[config.mk]
export PLATFORM = sky130hd
export DESIGN_NAME = data_mem_arbiter
export DESIGN_NICKNAME = d
export VERILOG_FILES = /design/src/rtl/data_mem_arbiter.sv
export SDC_FILE = /design/constraint.sdc
export NUM_CORES = 1
export LEC_CHECK = 0
export ABC_AREA = 1
export BUFFER_PORTS_ARGS = -buffer_cell sky130_fd_sc_hd__buf_2
export CORE_AREA = 2 2 117 119
export DETAILED_ROUTE_END_ITERATION = 16
export DIE_AREA = 0 0 119 121
export SKIP_CTS_REPAIR_TIMING = 1
export SYNTH_ARGS = -nofsm -noshare
export SYNTH_HDL_FRONTEND = slang
export SYNTH_SLANG_ARGS = --single-unit
[constraint.sdc]
create_clock -name clk -period 1.9 [get_ports clk]
set_input_delay 0 -clock clk [delete_from_list [all_inputs] [get_ports clk]]
set_output_delay 0 -clock clk [all_outputs]
set_load 0.01 [all_outputs]
[src/rtl/data_mem_arbiter.sv]
`default_nettype none
// ============================================================================
// Module      : data_mem_arbiter
// Description : Shares the single-port data memory between the core data port
//               and a debug/loader port, one access in flight at a time.
// Revision    : 1.0 - initial release
// ============================================================================
module data_mem_arbiter #(
  parameter int ADDR_W    = 32,
  parameter int DATA_W    = 32,
  parameter int MAX_BURST = 4
) (
  input  logic              clk,
  input  logic              reset,
  input  logic              core_req,
  input  logic              core_we,
  input  logic [ADDR_W-1:0] core_addr,
  input  logic [DATA_W-1:0] core_wdata,
  output logic              core_gnt,
  output logic              core_rvalid,
  output logic [DATA_W-1:0] core_rdata,
  input  logic              dbg_req,
  input  logic              dbg_we,
  input  logic [ADDR_W-1:0] dbg_addr,
  input  logic [DATA_W-1:0] dbg_wdata,
  output logic              dbg_gnt,
  output logic              dbg_rvalid,
  output logic [DATA_W-1:0] dbg_rdata,
  output logic              mem_en,
  output logic              mem_we,
  output logic [ADDR_W-1:0] mem_addr,
  output logic [DATA_W-1:0] mem_wdata,
  input  logic [DATA_W-1:0] mem_rdata,
  output logic              busy
);

  localparam int              SW         = $clog2(MAX_BURST + 1);
  localparam logic [SW-1:0]   STREAK_MAX = SW'(MAX_BURST);

  typedef enum logic [1:0] {
    ARB    = 2'd0,
    ACCESS = 2'd1,
    RESP   = 2'd2
  } state_t;

  state_t        state;
  logic [SW-1:0] streak;
  logic          win_dbg;
  logic          pick_dbg;

  // Core wins ties until it has used up its burst allowance against a waiting dbg.
  assign pick_dbg   = dbg_req && (!core_req || (streak == STREAK_MAX));
  assign busy       = (state != ARB);
  assign core_rdata = core_rvalid ? mem_rdata : '0;
  assign dbg_rdata  = dbg_rvalid  ? mem_rdata : '0;

  always_ff @(posedge clk) begin
    if (reset) begin
      state       <= ARB;
      streak      <= '0;
      win_dbg     <= 1'b0;
      core_gnt    <= 1'b0;
      dbg_gnt     <= 1'b0;
      core_rvalid <= 1'b0;
      dbg_rvalid  <= 1'b0;
      mem_en      <= 1'b0;
      mem_we      <= 1'b0;
      mem_addr    <= '0;
      mem_wdata   <= '0;
    end else begin
      core_gnt    <= 1'b0;
      dbg_gnt     <= 1'b0;
      core_rvalid <= 1'b0;
      dbg_rvalid  <= 1'b0;
      mem_en      <= 1'b0;
      mem_we      <= 1'b0;
      mem_addr    <= '0;
      mem_wdata   <= '0;
      case (state)
        ARB: begin
          if (!dbg_req) streak <= '0;
          if (core_req || dbg_req) begin
            state   <= ACCESS;
            win_dbg <= pick_dbg;
            mem_en  <= 1'b1;
            // The mem_* registers double as the latched request fields.
            if (pick_dbg) begin
              dbg_gnt   <= 1'b1;
              mem_we    <= dbg_we;
              mem_addr  <= dbg_addr;
              mem_wdata <= dbg_wdata;
              streak    <= '0;
            end else begin
              core_gnt  <= 1'b1;
              mem_we    <= core_we;
              mem_addr  <= core_addr;
              mem_wdata <= core_wdata;
              if (dbg_req && (streak != STREAK_MAX)) streak <= streak + 1'b1;
            end
          end
        end
        ACCESS: begin
          if (mem_we) begin
            state <= ARB;
          end else begin
            state       <= RESP;
            core_rvalid <= !win_dbg;
            dbg_rvalid  <= win_dbg;
          end
        end
        RESP:    state <= ARB;
        default: state <= ARB;
      endcase
    end
  end

endmodule
`default_nettype wire
==> results.py, run 1 <==
metrics = {
    "critical_path": {
        "crit_buf_inv": 3,
        "cp.required_ns": 2.18,
        "cp_num_cells": 9,
        "critPathMaxStageDelay_ns": 0.32,
        "r2r_setup_slack_ns": 0.31,
        "arrival_ns": 1.87,
        "reg2reg_depth": 9,
        "r2r-end": "mem_addr[9]",
        "r2r-start": "streak[0]",
        "cp_max_fo": 20,
        "cp-start-kind": "flop",
        "slowest_stage": "dfxtp_1",
        "path_cells": "inv_1, ha_1, nand2_1, nand2_1, nand2_2, inv_2, buf_4, nand3_1, nand2_1",
        "crit_path_end_kind": "flop",
        "crit_top_cell": "nand2_1",
        "critical-path-top-delay-family": "buffers and inverters",
        "worstSetupPathType": "reg2reg",
    },
    "clock_network": {
        "insertion_delay_ns": 0.33,
        "clock-sinks": 76,
        "cts_made_buffers": 9,
        "cts_tree": "built",
        "root_buffer": "clkbuf_16",
        "clkSlewWorstSetupHoldPaths_ns": 0.06,
        "clockBufferDepth": 2,
        "htree_levels": 3,
    },
    "floorplanning": {
        "row_count": 42,
        "initial_utilization": 0.254,
        "die_height_um": 121,
        "core_area_mm2": 0.0131,
        "ios": 301,
        "die_w_um": 119,
        "die_area_mm2": 0.0144,
    },
    "power": {
        "internal_power_mw": 3.32,
        "clock_power_share": 0.406,
        "comb_power_share": 0.208,
        "swShare": 0.259,
        "p_per_area_mw_per_mm2": 682,
        "p_switching_mw": 1.16,
        "leakage_nw": 4.08,
        "p_seq_frac": 0.386,
        "ir_drop_v": 0.000331,
    },
    "timing": {
        "slew_violations": 0,
        "timing.setup.tns_ns": 0,
        "fin_crit_sh": 0.838,
        "setup_viol": 0,
        "fin_skew_ns": 0.00702,
        "hold_viol_final": 1,
        "min_period_ns": 1.59,
        "rsz0062_at_grt": "no",
        "max_slew.worst_pin.slew_ns": 0.310,
        "fmax_mhz": 628,
        "slew_headroom": 0.793,
        "holdWs_ns": -0.0341,
    },
    "job": {
        "drv_cap": 0,
    },
    "synth": {
        "synth_warnings": 0,
        "netlist.area_leader.share": 0.458,
        "yosys.area.top_type": "dfxtp_1",
        "yosysSeqAreaShare": 0.458,
        "synthCells": 480,
        "synth_area_per_cell_um2": 6.92,
        "netlist_area_mm2": 0.00332,
        "synthTopCellsByArea": "dfxtp_1, nand3_1, nand2_1",
        "synth_seq_cells": 76,
        "ys_types": 14,
        "synthesis.nets": 648,
    },
    "global_route": {
        "grt_max_degree": 71,
        "grt_pass1_wl_um": 18000,
        "antenna_found_initial": 2,
        "grt_overflow_total": 0,
        "track_usage": 0.160,
        "grt_pass1_vias": 3599,
    },
    "drt": {
        "via_per_inst": 4.29,
        "drt_iter0_markers": 231,
        "vias": 4624,
        "finalWirelength_um": 14800,
        "antenna_left": 0,
        "drc": 0,
        "wire_per_inst_um": 13.8,
        "dr.pass1.iters": 5,
    },
    "cells_and_area": {
        "regArea_mm2": 0.00152,
        "n_fill_cell": 1229,
        "multi_input_area_mm2": 0.00131,
        "postLayoutCoreUtil": 0.502,
        "layout-drive-gt1-share": 0.363,
        "final_common_cell": "buf_2",
        "design.final.nets": 1062,
        "final_cell_mix": "buf_2, nand2_1, nand3_1, dlygate4sd3_1, dfxtp_1",
        "syn_to_final_growth_pct": 97.6,
    },
    "placed_design": {
        "hpwl_um": 9260,
        "portBuffers": 300,
        "gp_congestion": 0.742,
    },
    "worst_hold_path": {
        "holdPathStages": 4,
        "worstHoldStart": "reset",
        "min_to": "win_dbg",
        "hold_path_class": "in2reg",
    },
    "status": {
        "violations": "hold timing",
        "status": "complete, but fails checks",
    },
}
[registers in the layout, indices dropped and copies added (netlist names)]
name	count
win_dbg	1
dbg_gnt	1
mem_we	1
core_rvalid	1
mem_en	1
dbg_rvalid	1
mem_wdata	32
core_gnt	1
state	2
mem_addr	32
streak	3
[Yosys cell counts]
cell and instances:
dfxtp_1 76, inv_2 2, buf_2 15, nand3_1 137, nand4_1 2, nor2_4 1
nand2_1 139, ha_1 2, buf_6 6, o21ai_0 3, inv_1 74, buf_4 4
nor2_1 10, clkbuf_1 9
[layout make-up]
cell class                      instances  share of cell area
Tap cell                              176              0.0335
Antenna cell                            3             0.00114
Clock buffer                            9              0.0343
Clock inverter                          6              0.0135
Inverter                               76              0.0435
Sequential cell                        76               0.232
Timing Repair Buffer                  437               0.443
Multi-Input combinational cell        294               0.200
[how the worst max path moves through the flow]
stage                    from           end  slack [ns]
floorplan           streak[0]       win_dbg        0.47
global placement    streak[0]  mem_addr[31]        0.42
detailed placement  streak[0]        mem_we        0.35
CTS                 streak[0]        mem_we        0.33
global route        streak[0]   mem_addr[9]        0.20
finish              streak[0]   mem_addr[9]        0.31
[per-stage QoR]
stage,setup WS (ns),hold WS [ns],area (um2),total power [mW],cells
floorplan,0.469,0.0891,3320,2.10,480
global placement,0.415,0.219,4940,2.45,929
detailed placement,0.349,0.222,4940,2.46,929
CTS,0.330,-0.130,5260,4.28,944
global route,0.204,0.0139,6560,4.66,1076
finish,0.309,-0.0341,6570,4.48,1077
[routing by layer]
layer | GRT usage | share of wire
met1 | 0.173 | 0.36
met2 | 0.287 | 0.54
met3 | 0.0409 | 0.070
met4 | 0.0811 | 0.032
met5 | 0 | 0
[worst register-to-register path, cell delays in order, from the launching register on]
cell and delay [ns]:
dfxtp_1 0.32, inv_1 0.09, ha_1 0.20, nand2_1 0.08, nand2_1 0.09, nand2_2 0.08
inv_2 0.15, buf_4 0.29, nand3_1 0.14, nand2_1 0.09
[power groups by stage]
stage          Clock (mW)  Combinational [mW]  Sequential, mW
6_report             1.82               0.929            1.73
3_5_place_dp            0               0.696            1.76
2_1_floorplan           0               0.278            1.82
3_3_place_gp            0               0.693            1.76
4_1_cts              1.86               0.697            1.73
5_1_grt              1.91                1.00            1.74
[kinds of logic (layout without fill, tap and decap cells)]
group | Yosys count | after routing | share of synthesized area
compound gates | 3 | 3 | 0.00452
other cells | 0 | 3 | 0
fa+ha+maj | 2 | 2 | 0.00753
buf+inv | 110 | 528 | 0.148
simple gates | 289 | 289 | 0.382
flops | 76 | 76 | 0.458
Power figures use the tool's default switching activity.
==> run 2: changes to the inputs <==
- clock period: 1.9 -> 1.5 ns (I/O delays scaled with it)
==> run 2 against run 1 <==
The flow still finishes with violations (hold timing). Clock skew is 0.0014 ns higher. Design area is 1.3% higher. Worst hold slack better by 0.018 ns. Sequential share of layout area is 0.27 points lower. Count of clock-buffer cells in the layout is 1 higher. Clock power is 18% higher. Utilization is 0.64 points higher. Setup slack worse by 0.27 ns. Global-route usage hardly changed. Sequential power is 27% higher. First-iteration DRC count is 9.5% higher. Largest power group is now sequential cells. Highest routed layer unchanged.
==> results.py, run 2 (synthesis gave the netlist of run 1 again) <==
metrics = {
    "status": {
        "status": "complete, but fails checks",
        "violations": "hold timing",
    },
    "critical_path": {
        "crit_buf_inv": 3,
        "arrival_ns": 1.67,
        "r2r_setup_slack_ns": 0.04,
        "cp_num_cells": 9,
        "cp-start-kind": "flop",
        "slowest_stage": "dfxtp_2",
        "path_cells": "inv_1, ha_1, nand2_1, nand2_2, nand2_4, inv_6, buf_12, nand3_1, nand2_1",
        "critical-path-top-delay-family": "simple AND/OR/NAND/NOR gates",
        "critPathMaxStageDelay_ns": 0.34,
        "crit_top_cell": "nand2_1",
        "cp.required_ns": 1.72,
        "crit_path_end_kind": "flop",
        "reg2reg_depth": 9,
        "worstSetupPathType": "reg2reg",
        "cp_max_fo": 15,
        "r2r-start": "streak[0]",
        "r2r-end": "mem_wdata[23]",
    },
    "timing": {
        "fmax_mhz": 686,
        "max_slew.worst_pin.slew_ns": 0.318,
        "setup_viol": 0,
        "hold_viol_final": 2,
        "slew_violations": 0,
        "layout_setup_ws_ns": 0.0422,
        "slew_headroom": 0.788,
        "holdWs_ns": -0.0157,
        "fin_skew_ns": 0.00846,
        "min_period_ns": 1.46,
        "fin_crit_sh": 0.972,
        "timing.setup.tns_ns": 0,
    },
    "power": {
        "leakage_nw": 4.13,
        "p_per_area_mw_per_mm2": 835,
        "finalPower_mw": 5.55,
        "ir_drop_v": 0.000527,
    },
    "floorplanning": {
        "initial_utilization": 0.254,
        "ios": 301,
        "die_height_um": 121,
        "core_area_mm2": 0.0131,
        "die_area_mm2": 0.0144,
        "row_count": 42,
        "die_w_um": 119,
    },
    "placed_design": {
        "portBuffers": 300,
        "gp_congestion": 0.783,
        "hpwl_um": 9450,
        "dpl_worst_slack_ns": 0.0366,
        "dpl.cell_count": 935,
    },
    "cells_and_area": {
        "final_cell_mix": "buf_2, nand2_1, nand3_1, dlygate4sd3_1, dfxtp_1",
        "syn_to_final_growth_pct": 100,
        "final_common_cell": "buf_2",
        "design.final.nets": 1069,
        "layout-drive-gt1-share": 0.370,
        "layout.cells.non_filler": 1084,
        "biggestRegsByFlops": "mem_addr x32, mem_wdata x32, streak x3",
        "n_fill_cell": 1217,
    },
    "drt": {
        "vias": 4679,
        "dr.pass1.iters": 4,
        "via_per_inst": 4.32,
        "drc": 0,
        "drt_iter0_markers": 253,
        "finalWirelength_um": 15000,
        "wire_per_inst_um": 13.8,
        "antenna_left": 0,
    },
    "global_route": {
        "grt_busiest_layer": "met2",
        "grt_max_degree": 71,
        "grt_pass1_wl_um": 18100,
        "met3_usage": 0.0526,
        "track_usage": 0.160,
        "met1_usage": 0.172,
        "antenna_found_initial": 2,
        "grt_pass1_vias": 3662,
        "grtUsageMet2": 0.287,
        "grt_overflow_total": 0,
    },
    "worst_hold_path": {
        "worstHoldStart": "reset",
        "holdPathStages": 4,
        "hold_path_class": "in2reg",
        "min_to": "win_dbg",
    },
    "clock_network": {
        "clock-sinks": 76,
        "htree_levels": 3,
        "clockBufferDepth": 2,
        "cts_made_buffers": 9,
        "cts_tree": "built",
        "insertion_delay_ns": 0.33,
        "clkSlewWorstSetupHoldPaths_ns": 0.06,
        "root_buffer": "clkbuf_16",
    },
    "job": {
        "drv_cap": 0,
    },
}
## run 2: how the worst max path moves through the flow
stage                     to  slack, ns      start
2_1_floorplan        win_dbg       0.07  streak[0]
3_3_place_gp    mem_addr[16]       0.08  streak[0]
3_5_place_dp    mem_wdata[6]       0.04  streak[0]
4_1_cts         mem_wdata[4]      0.009  streak[0]
5_1_grt        mem_wdata[23]      -0.04  streak[0]
6_report       mem_wdata[23]       0.04  streak[0]
## run 2: area by class of cell
cell class              instances  area [um2]  share of cell area
well taps                     176         220              0.0331
inverters                      76         290              0.0437
clock inverters                 6        63.8             0.00960
diodes                          2        5.00            0.000753
clock buffers                  10         229              0.0344
repair buffers                444        3000               0.451
multi-input cells             294        1320               0.198
flip-flops and latches         76        1520               0.229
## run 2: metrics by stage
stage,cell area [um2],utilization
3_5_place_dp,5000,0.382
3_3_place_gp,5000,0.382
4_1_cts,5290,0.404
6_report,6650,0.508
2_1_floorplan,3320,-
5_1_grt,6650,0.508
## run 2: worst register-to-register path: stages, from the launching register on
cell     delay, ns
dfxtp_2       0.34
inv_1         0.06
ha_1          0.22
nand2_1       0.11
nand2_2       0.08
nand2_4       0.12
inv_6         0.07
buf_12        0.15
nand3_1       0.11
nand2_1       0.09
## run 2: routing by layer
layer / wire (um) / share of wire / vias to the layer above
li1: - / - / 2331
met1: 5560 / 0.37 / 2070
met2: 7920 / 0.53 / 249
met3: 1110 / 0.074 / 29
met4: 376 / 0.025 / 0
met5: 0 / 0 / -
## run 2: where the power goes
part / switching, mW / internal, mW / total, mW
clock: 0.862 / 1.29 / 2.15
sequential: 0.0372 / 2.15 / 2.19
combinational: 0.584 / 0.623 / 1.21
